$ cat src/rtl/cp0_if.sv
// CP0 strobe/data bundle between the main control FSM and the CP0 unit.
// master: control FSM side, drives the CP0 strobes and write data.
// slave : CP0 side, returns the read mux, Status, EPC, vector and INT.
interface cp0_if;
    logic        mtc0;
    logic [4:0]  rd_addr;
    logic [31:0] wdata;
    logic [31:0] pc_in;
    logic        wcau;
    logic        wepc;
    logic        wsta;
    logic        exc;
    logic        eret;
    logic        cp0_selcause;
    logic        inta;
    logic [31:0] rdata;
    logic [31:0] cp0_status;
    logic [31:0] epc_out;
    logic [31:0] vector_out;
    logic        INT;

    modport master (
        output mtc0, rd_addr, wdata, pc_in, wcau, wepc, wsta, exc, eret,
               cp0_selcause, inta,
        input  rdata, cp0_status, epc_out, vector_out, INT
    );

    modport slave (
        input  mtc0, rd_addr, wdata, pc_in, wcau, wepc, wsta, exc, eret,
               cp0_selcause, inta,
        output rdata, cp0_status, epc_out, vector_out, INT
    );
endinterface

$ cat src/rtl/cp0_unit.sv
// System coprocessor 0: Status (12), Cause (13) and EPC (14), plus the
// external interrupt synchroniser / pending latch and the INT request.
// Ports:
//   clk      - system clock, rising edge
//   reset_n  - asynchronous active-low reset
//   irq      - asynchronous level interrupt lines, a rising edge latches a request
//   bus      - cp0_if.slave: CP0 strobes from the control FSM, read/status outputs
module cp0_unit #(
    parameter int          N_IRQ        = 4,
    parameter logic [31:0] HANDLER_ADDR = 32'h0000_0004
) (
    input  logic             clk,
    input  logic             reset_n,
    input  logic [N_IRQ-1:0] irq,
    cp0_if.slave             bus
);

    localparam logic [4:0] REG_STATUS = 5'd12;
    localparam logic [4:0] REG_CAUSE  = 5'd13;
    localparam logic [4:0] REG_EPC    = 5'd14;

    logic             ie;
    logic             exl;
    logic [N_IRQ-1:0] im;
    logic [4:0]       exc_code;
    logic [31:0]      epc;
    logic [N_IRQ-1:0] pending;
    logic [N_IRQ-1:0] sync1, sync2, sync3;
    logic             int_q;

    logic             wr_status, wr_cause, wr_epc;
    logic [N_IRQ-1:0] rise, cand, ack_mask, w1c_mask, pending_nxt;
    logic             found;
    logic [31:0]      status_w, cause_w;

    assign wr_status = bus.mtc0 && (bus.rd_addr == REG_STATUS);
    assign wr_cause  = bus.mtc0 && (bus.rd_addr == REG_CAUSE);
    assign wr_epc    = bus.mtc0 && (bus.rd_addr == REG_EPC);

    assign rise = sync2 & ~sync3;
    assign cand = pending & im;

    // inta acknowledges only the highest-priority (lowest index) enabled line
    always_comb begin
        ack_mask = '0;
        found    = 1'b0;
        if (bus.inta) begin
            for (int i = 0; i < N_IRQ; i++) begin
                if (!found && cand[i]) begin
                    ack_mask[i] = 1'b1;
                    found       = 1'b1;
                end
            end
        end
    end

    assign w1c_mask = wr_cause ? bus.wdata[8 +: N_IRQ] : '0;

    // OR-ing rise in last guarantees a new request survives a same-cycle clear
    assign pending_nxt = (pending & ~(ack_mask | w1c_mask)) | rise;

    always_ff @(posedge clk or negedge reset_n) begin
        if (!reset_n) begin
            sync1   <= '0;
            sync2   <= '0;
            sync3   <= '0;
            pending <= '0;
            int_q   <= 1'b0;
        end else begin
            sync1   <= irq;
            sync2   <= sync1;
            sync3   <= sync2;
            pending <= pending_nxt;
            int_q   <= (|cand) & ie & ~exl;
        end
    end

    always_ff @(posedge clk or negedge reset_n) begin
        if (!reset_n) begin
            ie       <= 1'b0;
            exl      <= 1'b0;
            im       <= '0;
            exc_code <= 5'd0;
            epc      <= 32'd0;
        end else begin
            if (wr_status) begin
                ie <= bus.wdata[0];
                im <= bus.wdata[8 +: N_IRQ];
            end
            // hardware EXL update takes precedence over a software write
            if (bus.wsta) begin
                if (bus.exc) begin
                    exl <= 1'b1;
                end else if (bus.eret) begin
                    exl <= 1'b0;
                end
            end else if (wr_status) begin
                exl <= bus.wdata[1];
            end
            if (bus.wcau) begin
                exc_code <= bus.cp0_selcause ? 5'd0 : 5'd8;
            end
            if (bus.wepc) begin
                epc <= bus.pc_in;
            end else if (wr_epc) begin
                epc <= bus.wdata;
            end
        end
    end

    always_comb begin
        status_w              = '0;
        status_w[0]           = ie;
        status_w[1]           = exl;
        status_w[8 +: N_IRQ]  = im;
        cause_w               = '0;
        cause_w[6:2]          = exc_code;
        cause_w[8 +: N_IRQ]   = pending;
    end

    always_comb begin
        case (bus.rd_addr)
            REG_STATUS: bus.rdata = status_w;
            REG_CAUSE:  bus.rdata = cause_w;
            REG_EPC:    bus.rdata = epc;
            default:    bus.rdata = 32'd0;
        endcase
    end

    assign bus.cp0_status = status_w;
    assign bus.epc_out    = epc;
    assign bus.vector_out = HANDLER_ADDR;
    assign bus.INT        = int_q;

endmodule
$ cat src/flat_wrapper.sv
// flat-port wrapper written by rule: the top's interface ports become plain ports
module cp0_unit_flat 
#(
    parameter int          N_IRQ        = 4,
    parameter logic [31:0] HANDLER_ADDR = 32'h0000_0004
)
  (clk, reset_n, irq, bus_mtc0, bus_rd_addr, bus_wdata, bus_pc_in, bus_wcau, bus_wepc, bus_wsta, bus_exc, bus_eret, bus_cp0_selcause, bus_inta, bus_rdata, bus_cp0_status, bus_epc_out, bus_vector_out, bus_INT);
  cp0_if bus_i ();
  input  logic clk;
  input  logic reset_n;
  input  logic [N_IRQ-1:0] irq;
  input wire logic [$bits(bus_i.mtc0)-1:0] bus_mtc0;
  input wire logic [$bits(bus_i.rd_addr)-1:0] bus_rd_addr;
  input wire logic [$bits(bus_i.wdata)-1:0] bus_wdata;
  input wire logic [$bits(bus_i.pc_in)-1:0] bus_pc_in;
  input wire logic [$bits(bus_i.wcau)-1:0] bus_wcau;
  input wire logic [$bits(bus_i.wepc)-1:0] bus_wepc;
  input wire logic [$bits(bus_i.wsta)-1:0] bus_wsta;
  input wire logic [$bits(bus_i.exc)-1:0] bus_exc;
  input wire logic [$bits(bus_i.eret)-1:0] bus_eret;
  input wire logic [$bits(bus_i.cp0_selcause)-1:0] bus_cp0_selcause;
  input wire logic [$bits(bus_i.inta)-1:0] bus_inta;
  output wire logic [$bits(bus_i.rdata)-1:0] bus_rdata;
  output wire logic [$bits(bus_i.cp0_status)-1:0] bus_cp0_status;
  output wire logic [$bits(bus_i.epc_out)-1:0] bus_epc_out;
  output wire logic [$bits(bus_i.vector_out)-1:0] bus_vector_out;
  output wire logic [$bits(bus_i.INT)-1:0] bus_INT;
  assign bus_i.mtc0 = bus_mtc0;
  assign bus_i.rd_addr = bus_rd_addr;
  assign bus_i.wdata = bus_wdata;
  assign bus_i.pc_in = bus_pc_in;
  assign bus_i.wcau = bus_wcau;
  assign bus_i.wepc = bus_wepc;
  assign bus_i.wsta = bus_wsta;
  assign bus_i.exc = bus_exc;
  assign bus_i.eret = bus_eret;
  assign bus_i.cp0_selcause = bus_cp0_selcause;
  assign bus_i.inta = bus_inta;
  assign bus_rdata = bus_i.rdata;
  assign bus_cp0_status = bus_i.cp0_status;
  assign bus_epc_out = bus_i.epc_out;
  assign bus_vector_out = bus_i.vector_out;
  assign bus_INT = bus_i.INT;
  cp0_unit #(.N_IRQ(N_IRQ), .HANDLER_ADDR(HANDLER_ADDR)) u_core (.clk(clk), .reset_n(reset_n), .irq(irq), .bus(bus_i));
endmodule
$ cat config.mk
export PLATFORM = sky130hd
export DESIGN_NAME = cp0_unit_flat
export DESIGN_NICKNAME = d
export VERILOG_FILES = /design/src/rtl/cp0_if.sv /design/src/rtl/cp0_unit.sv /design/src/flat_wrapper.sv
export SDC_FILE = /design/constraint.sdc
export NUM_CORES = 1
export LEC_CHECK = 0
export ABC_AREA = 1
export ABC_CLOCK_PERIOD_IN_PS = 1200
export BUFFER_PORTS_ARGS = -buffer_cell sky130_fd_sc_hd__buf_2
export CELL_PAD_IN_SITES_DETAIL_PLACEMENT = 1
export CELL_PAD_IN_SITES_GLOBAL_PLACEMENT = 1
export CORE_MARGIN = 4
export CORE_UTILIZATION = 29
export DETAILED_ROUTE_END_ITERATION = 7
export GPL_TIMING_DRIVEN = 0
export PLACE_DENSITY_LB_ADDON = 0.08
export SLEW_MARGIN = 20
export SYNTH_ARGS = -nofsm -noshare
export SYNTH_HDL_FRONTEND = slang
export SYNTH_SLANG_ARGS = --single-unit
$ cat constraint.sdc
create_clock -name clk -period 1.2 [get_ports clk]
set_input_delay 0.24 -clock clk [delete_from_list [all_inputs] [get_ports clk]]
set_output_delay 0.24 -clock clk [all_outputs]
set_load 0.03 [all_outputs]
Word level (Yosys, flattened, before mapping) --
Index checks and enable logic that the tools add are counted.
Operators by class: reduce and logical (&&, ||, !) cells 13, multiplexer cells 19, bitwise gates (word level) 10, equal/unequal tests 4
Operator list (number):
- one-hot mux 32 bit (3 select lines) | 1
- two-way mux 32 bit | 2
- equality test 5 x 4 -> 1 bit (second input constant) | 3
- two-way mux 1 bit | 13
- bitwise AND 4 bit | 3
- two-way mux 4 bit | 3
- NOT 4 bit | 2
- OR 4 bit | 2
- logical AND 1 bit | 6
- nonzero test 2 bit | 2
- OR reduction 4 bit | 1
- logical NOT 1 bit | 3
- != test 3 x 1 -> 1 bit (second input constant) | 1
- bitwise AND 1 bit | 2
- AND reduction 2 bit | 1
- NOT 1 bit | 1
Word-level totals: logic and storage cells 56, register bits 60, bits of input ports 83, output and inout port bits 129

Longest topological paths before layout --
word-level depth 19, depth in mapped cells 8, mapped depth without buffers 7

Least setup slack after synthesis --
Ideal clock, no wire load.
path type input port to output port, from input port bus_rd_addr[3], to output port bus_rdata[5], data arrival time 1.320 ns, stages 4, buffers on the path 0, required time 0.960 ns, setup slack -0.360 ns, cells stage by stage nand2_2 > nor2_8 > nand2_2 > o21ai_0
Between the ends: cells in the longest elaborated chain, start to end 2, elaborated cells on any way between the ends 4, classes of those cells eq/ne (3); mux (1)
Ends and longest elaborated chain:
- from (decl) | line flat_wrapper.sv:13 | input wire logic [$bits(bus_i.rd_addr)-1:0] bus_rd_addr;
- equality test 5 x 4 -> 1 bit | line cp0_unit.sv:122 | case (bus.rd_addr)
- one-hot mux 32 bit (3 select lines) * | line cp0_unit.sv:122
- to (decl) | line flat_wrapper.sv:23 | output wire logic [$bits(bus_i.rdata)-1:0] bus_rdata;
Every way passes the cells marked *; elsewhere a longest branch is shown, timed or not.

Worst setup path in the final report --
from input port bus_rd_addr[4], to output port bus_rdata[11]
The elaborated chain is that of the path after synthesis.

==> summary.md <==
| Metric | Value |
|---|---|
| DRC | `0` |
| Type of the most critical hold path | `in -> async` |
| CP Data Arrival Time | `1.11 ns` |
| Cell Area, Synth | `0.003316 mm2` |
| Multi-input combinational cell area | `0.001643 mm2` |
| Row Count | `38` |
| Number of global-route vias before repair | `3750` |
| Post-synth cell types | `28` |
| Logic pwr share | `0.376` |
| Failing checks | `negative setup slack` |
| CP top delay family | `buffers and inverters` |
| Syn-to-layout area delta | `63.89%` |
| Max VDD drop | `565.8 uV` |
| H-tree levels | `2` |
| Pre-Repair DR Iteration Count | `4` |
| Asr flop ratio synth | `1.000` |
| CP Launch Type | `input port` |
| Crit path cell chain | `buf_8 > nor2_4 > buf_4 > nand3_1 > o211ai_1 > buf_4` |
| CTS Sinks | `56` |
| Syn_area_per_cell | `7.485 um2` |
| Post-Synth XOR/XNOR Area | `0` |
| Worst Path Required | `0.96 ns` |
| Final instance area | `0.005434 mm2` |
| Ys Warns | `0` |
| Power after layout | `6018 uW` |
| Wire per inst | `14.28 um` |
| Placed Area | `0.004597 mm2` |
| Max incr delay on CP | `0.22 ns` |
| Rel. slew slack | `0.5131` |
| Largest family of logic cells by synthesized area | `simple AND/OR/NAND/NOR gates` |
| Cells after Synth | `443` |
| Synth Flop Type | `dfrtp_1` |
| DRT antenna net count | `0` |
| Deepest clock path buffer count | `2` |
| Global-route wire length before repair | `18590 um` |
| Top cells by instance count after synthesis | `157 x nand2_1, 65 x buf_4, 56 x dfrtp_1, 45 x inv_1, 30 x nor2_1` |
| Post-synthesis adder-cell area fraction | `0` |
| Grt total ovfl | `0` |
| EDFF count, synth | `0` |
| CP most frequent cell | `buf_4` |
| GP Congestion | `0.7303` |
| Main area contributors after synthesis | `dfrtp_1 42%, nand2_1 18%, buf_4 15%` |
| Minimum clock period | `1.352 ns` |
| Aggregate global-route resource usage | `0.1759` |
| Multiplexer share of the synthesized area | `0.01019` |
| Initial Util | `0.3006` |
| Final worst-path cycle share | `1.127` |
| Status | `finished with violations` |
| Placed Instances | `791` |
| Slew at the pin closest to its max-slew limit | `0.7303 ns` |
| Port bufs | `152` |
| CTS tree | `yes` |
| Slew Limit Fails | `0` |
| Worst Skew | `0.004196 ns` |
| Final Util | `0.4926` |
| Vias per cell | `4.169` |
| Share of layout cells above drive strength 1 | `0.4578` |
| DPL Wire Length | `8900 um` |
| Sequential share of power | `0.377` |
| Die width | `114.9 um` |
| Post-synthesis compound-gate area fraction | `0.07472` |
| Cell Int Power | `3836 uW` |
| Leading area contributor after synthesis | `dfrtp_1` |
| CP Buf/Inv Count | `3` |
| Largest net degree at the start of global routing | `57` |
| Ports | `212` |
| Most numerous cell in the Yosys netlist | `nand2_1` |
| Clock network power share | `0.247` |
| DR iter-0 viols | `117` |
| Crit path max-delay cell type | `nor2_4` |
| Final setup viols | `33` |
| Die H | `114.9 um` |
| Clock slew at reported path FFs | `0.07 ns` |
| Fmax | `0.7396 GHz` |
| Num CTS Buffers | `5` |
| Crit path launch | `bus_rd_addr[4]` |
| Fin Setup TNS | `-3.909 ns` |
| Pwr/cell area | `1107 mW/mm2` |
| Via Count | `3456` |
| Worst-path fanout max | `4` |
| Fin cells | `829` |
| CP endpoint kind | `output port` |
| #FFs+latches synth | `56` |
| Filler cells | `1383` |
| Post-CTS Hold Buffers | `0` |
| Die area | `0.01321 mm2` |
| Leak | `0.003036 uW` |
| Simple-gate area share of the yosys netlist | `0.2668` |
| Worst r2r src | `u_core.im[2]` |
| Initial antenna violation count | `1` |
| Final wirelength | `11830 um` |
| RSZ-0062 raised after global routing | `true` |
| Root Buffer Master | `clkbuf_16` |
| CORE AREA | `0.01103 mm2` |
| Fin worst setup slack | `-0.1521 ns` |
| Clock latency on the worst-skew pair | `0.29 ns` |
| Net Sw Power | `2182 uW` |
| Layout net count | `770` |
| Switching share of power | `0.3626` |
| Reported max-cap violation count | `0` |
| FF/Latch Area | `0.001405 mm2` |
| Final hold violation count | `0` |
| Sequential share of the synthesized area | `0.4226` |
| Synth top area share | `0.4226` |
| Crit Path Category | `in -> out` |
## routing by layer
metal / share of wire / global-route usage / wire length [um]
met1: 0.41 / 0.2193 / 4794
met2: 0.51 / 0.3117 / 5995
met3: 0.074 / 0.03526 / 871
met4: 0.015 / 0.04225 / 173
met5: 0 / 0 / 0
## worst paths after layout
kind                                   endpoint  slack [ns]  depth (start not counted)
min in group clk                u_core.sync1[3]        0.05                          1
worst max register to register     u_core.im[2]        0.04                          7
worst max-delay path              bus_rdata[11]       -0.15                          6
max in group asynchronous          u_core.im[3]        0.67                          1
worst min-delay path            u_core.sync1[1]       0.004                          1
worst min register to register  u_core.sync2[2]        0.35                          0
## flip-flops by register name, indices dropped and copies added (netlist names)
| register | count |
|---|---|
| u_core.bus.INT | 1 |
| u_core.bus.epc_out | 32 |
| u_core.sync2 | 4 |
| u_core.sync1 | 4 |
| u_core.exl | 1 |
| u_core.pending | 4 |
| u_core.ie | 1 |
| u_core.im | 4 |
| u_core.sync3 | 4 |
| u_core.exc_code | 1 |
## repair_timing
item | 4_1_cts | 5_1_grt
setup endpoints to repair | 34 | 39
cloned | 1 | 0
resized for setup | 111 | 30
pin swaps | 7 | 8
buffers inserted | 22 | 6
## cell usage in the layout, fill, tap and decap left out, types with 7 or more instances in the layout
cell	synthesis	layout
inv_1	45	37
nor2_1	30	9
buf_6	3	43
nor2_4	2	24
buf_4	65	92
o21ai_0	9	7
o21ai_1	28	28
conb_1	2	58
buf_2	4	108
dfrtp_1	56	53
inv_2	1	8
buf_8	1	8
nand2_1	157	154
nand3_1	14	11
## layout make-up
cell class                      instances  share of cell area
Tap cell                              140             0.03224
Inverter                               46             0.03224
Buffer                                 76              0.1160
Clock buffer                            8             0.02694
Sequential cell                        56              0.2586
Timing Repair Buffer                  180              0.2312
Multi-Input combinational cell        322              0.3023
Antenna cell                            1           0.0004605
## power by group through the flow
stage / registers (uW) / clock network (uW) / logic [uW]
finish: 2270 / 1490 / 2260
global route: 2300 / 1610 / 2470
CTS: 2260 / 1540 / 2150
detailed placement: 2300 / 0 / 1870
global placement: 2290 / 0 / 1840
floorplan: 2600 / 0 / 994
## per-stage QoR
stage / setup WS, ns / hold WS [ns]
6_report: -0.1521 / 0.004426
5_1_grt: -0.1958 / 0.04469
4_1_cts: -0.1570 / 0.04236
3_5_place_dp: -0.5529 / 0.3362
3_3_place_gp: -0.5368 / 0.3323
2_1_floorplan: -0.1517 / -0.05559
## logic make-up after synthesis
logic type / Yosys count
compound gates: 46
buf+inv: 122
mux: 3
flops: 56
simple gates: 214
other cells: 2
No activity file was read; power rests on OpenSTA's default activity.
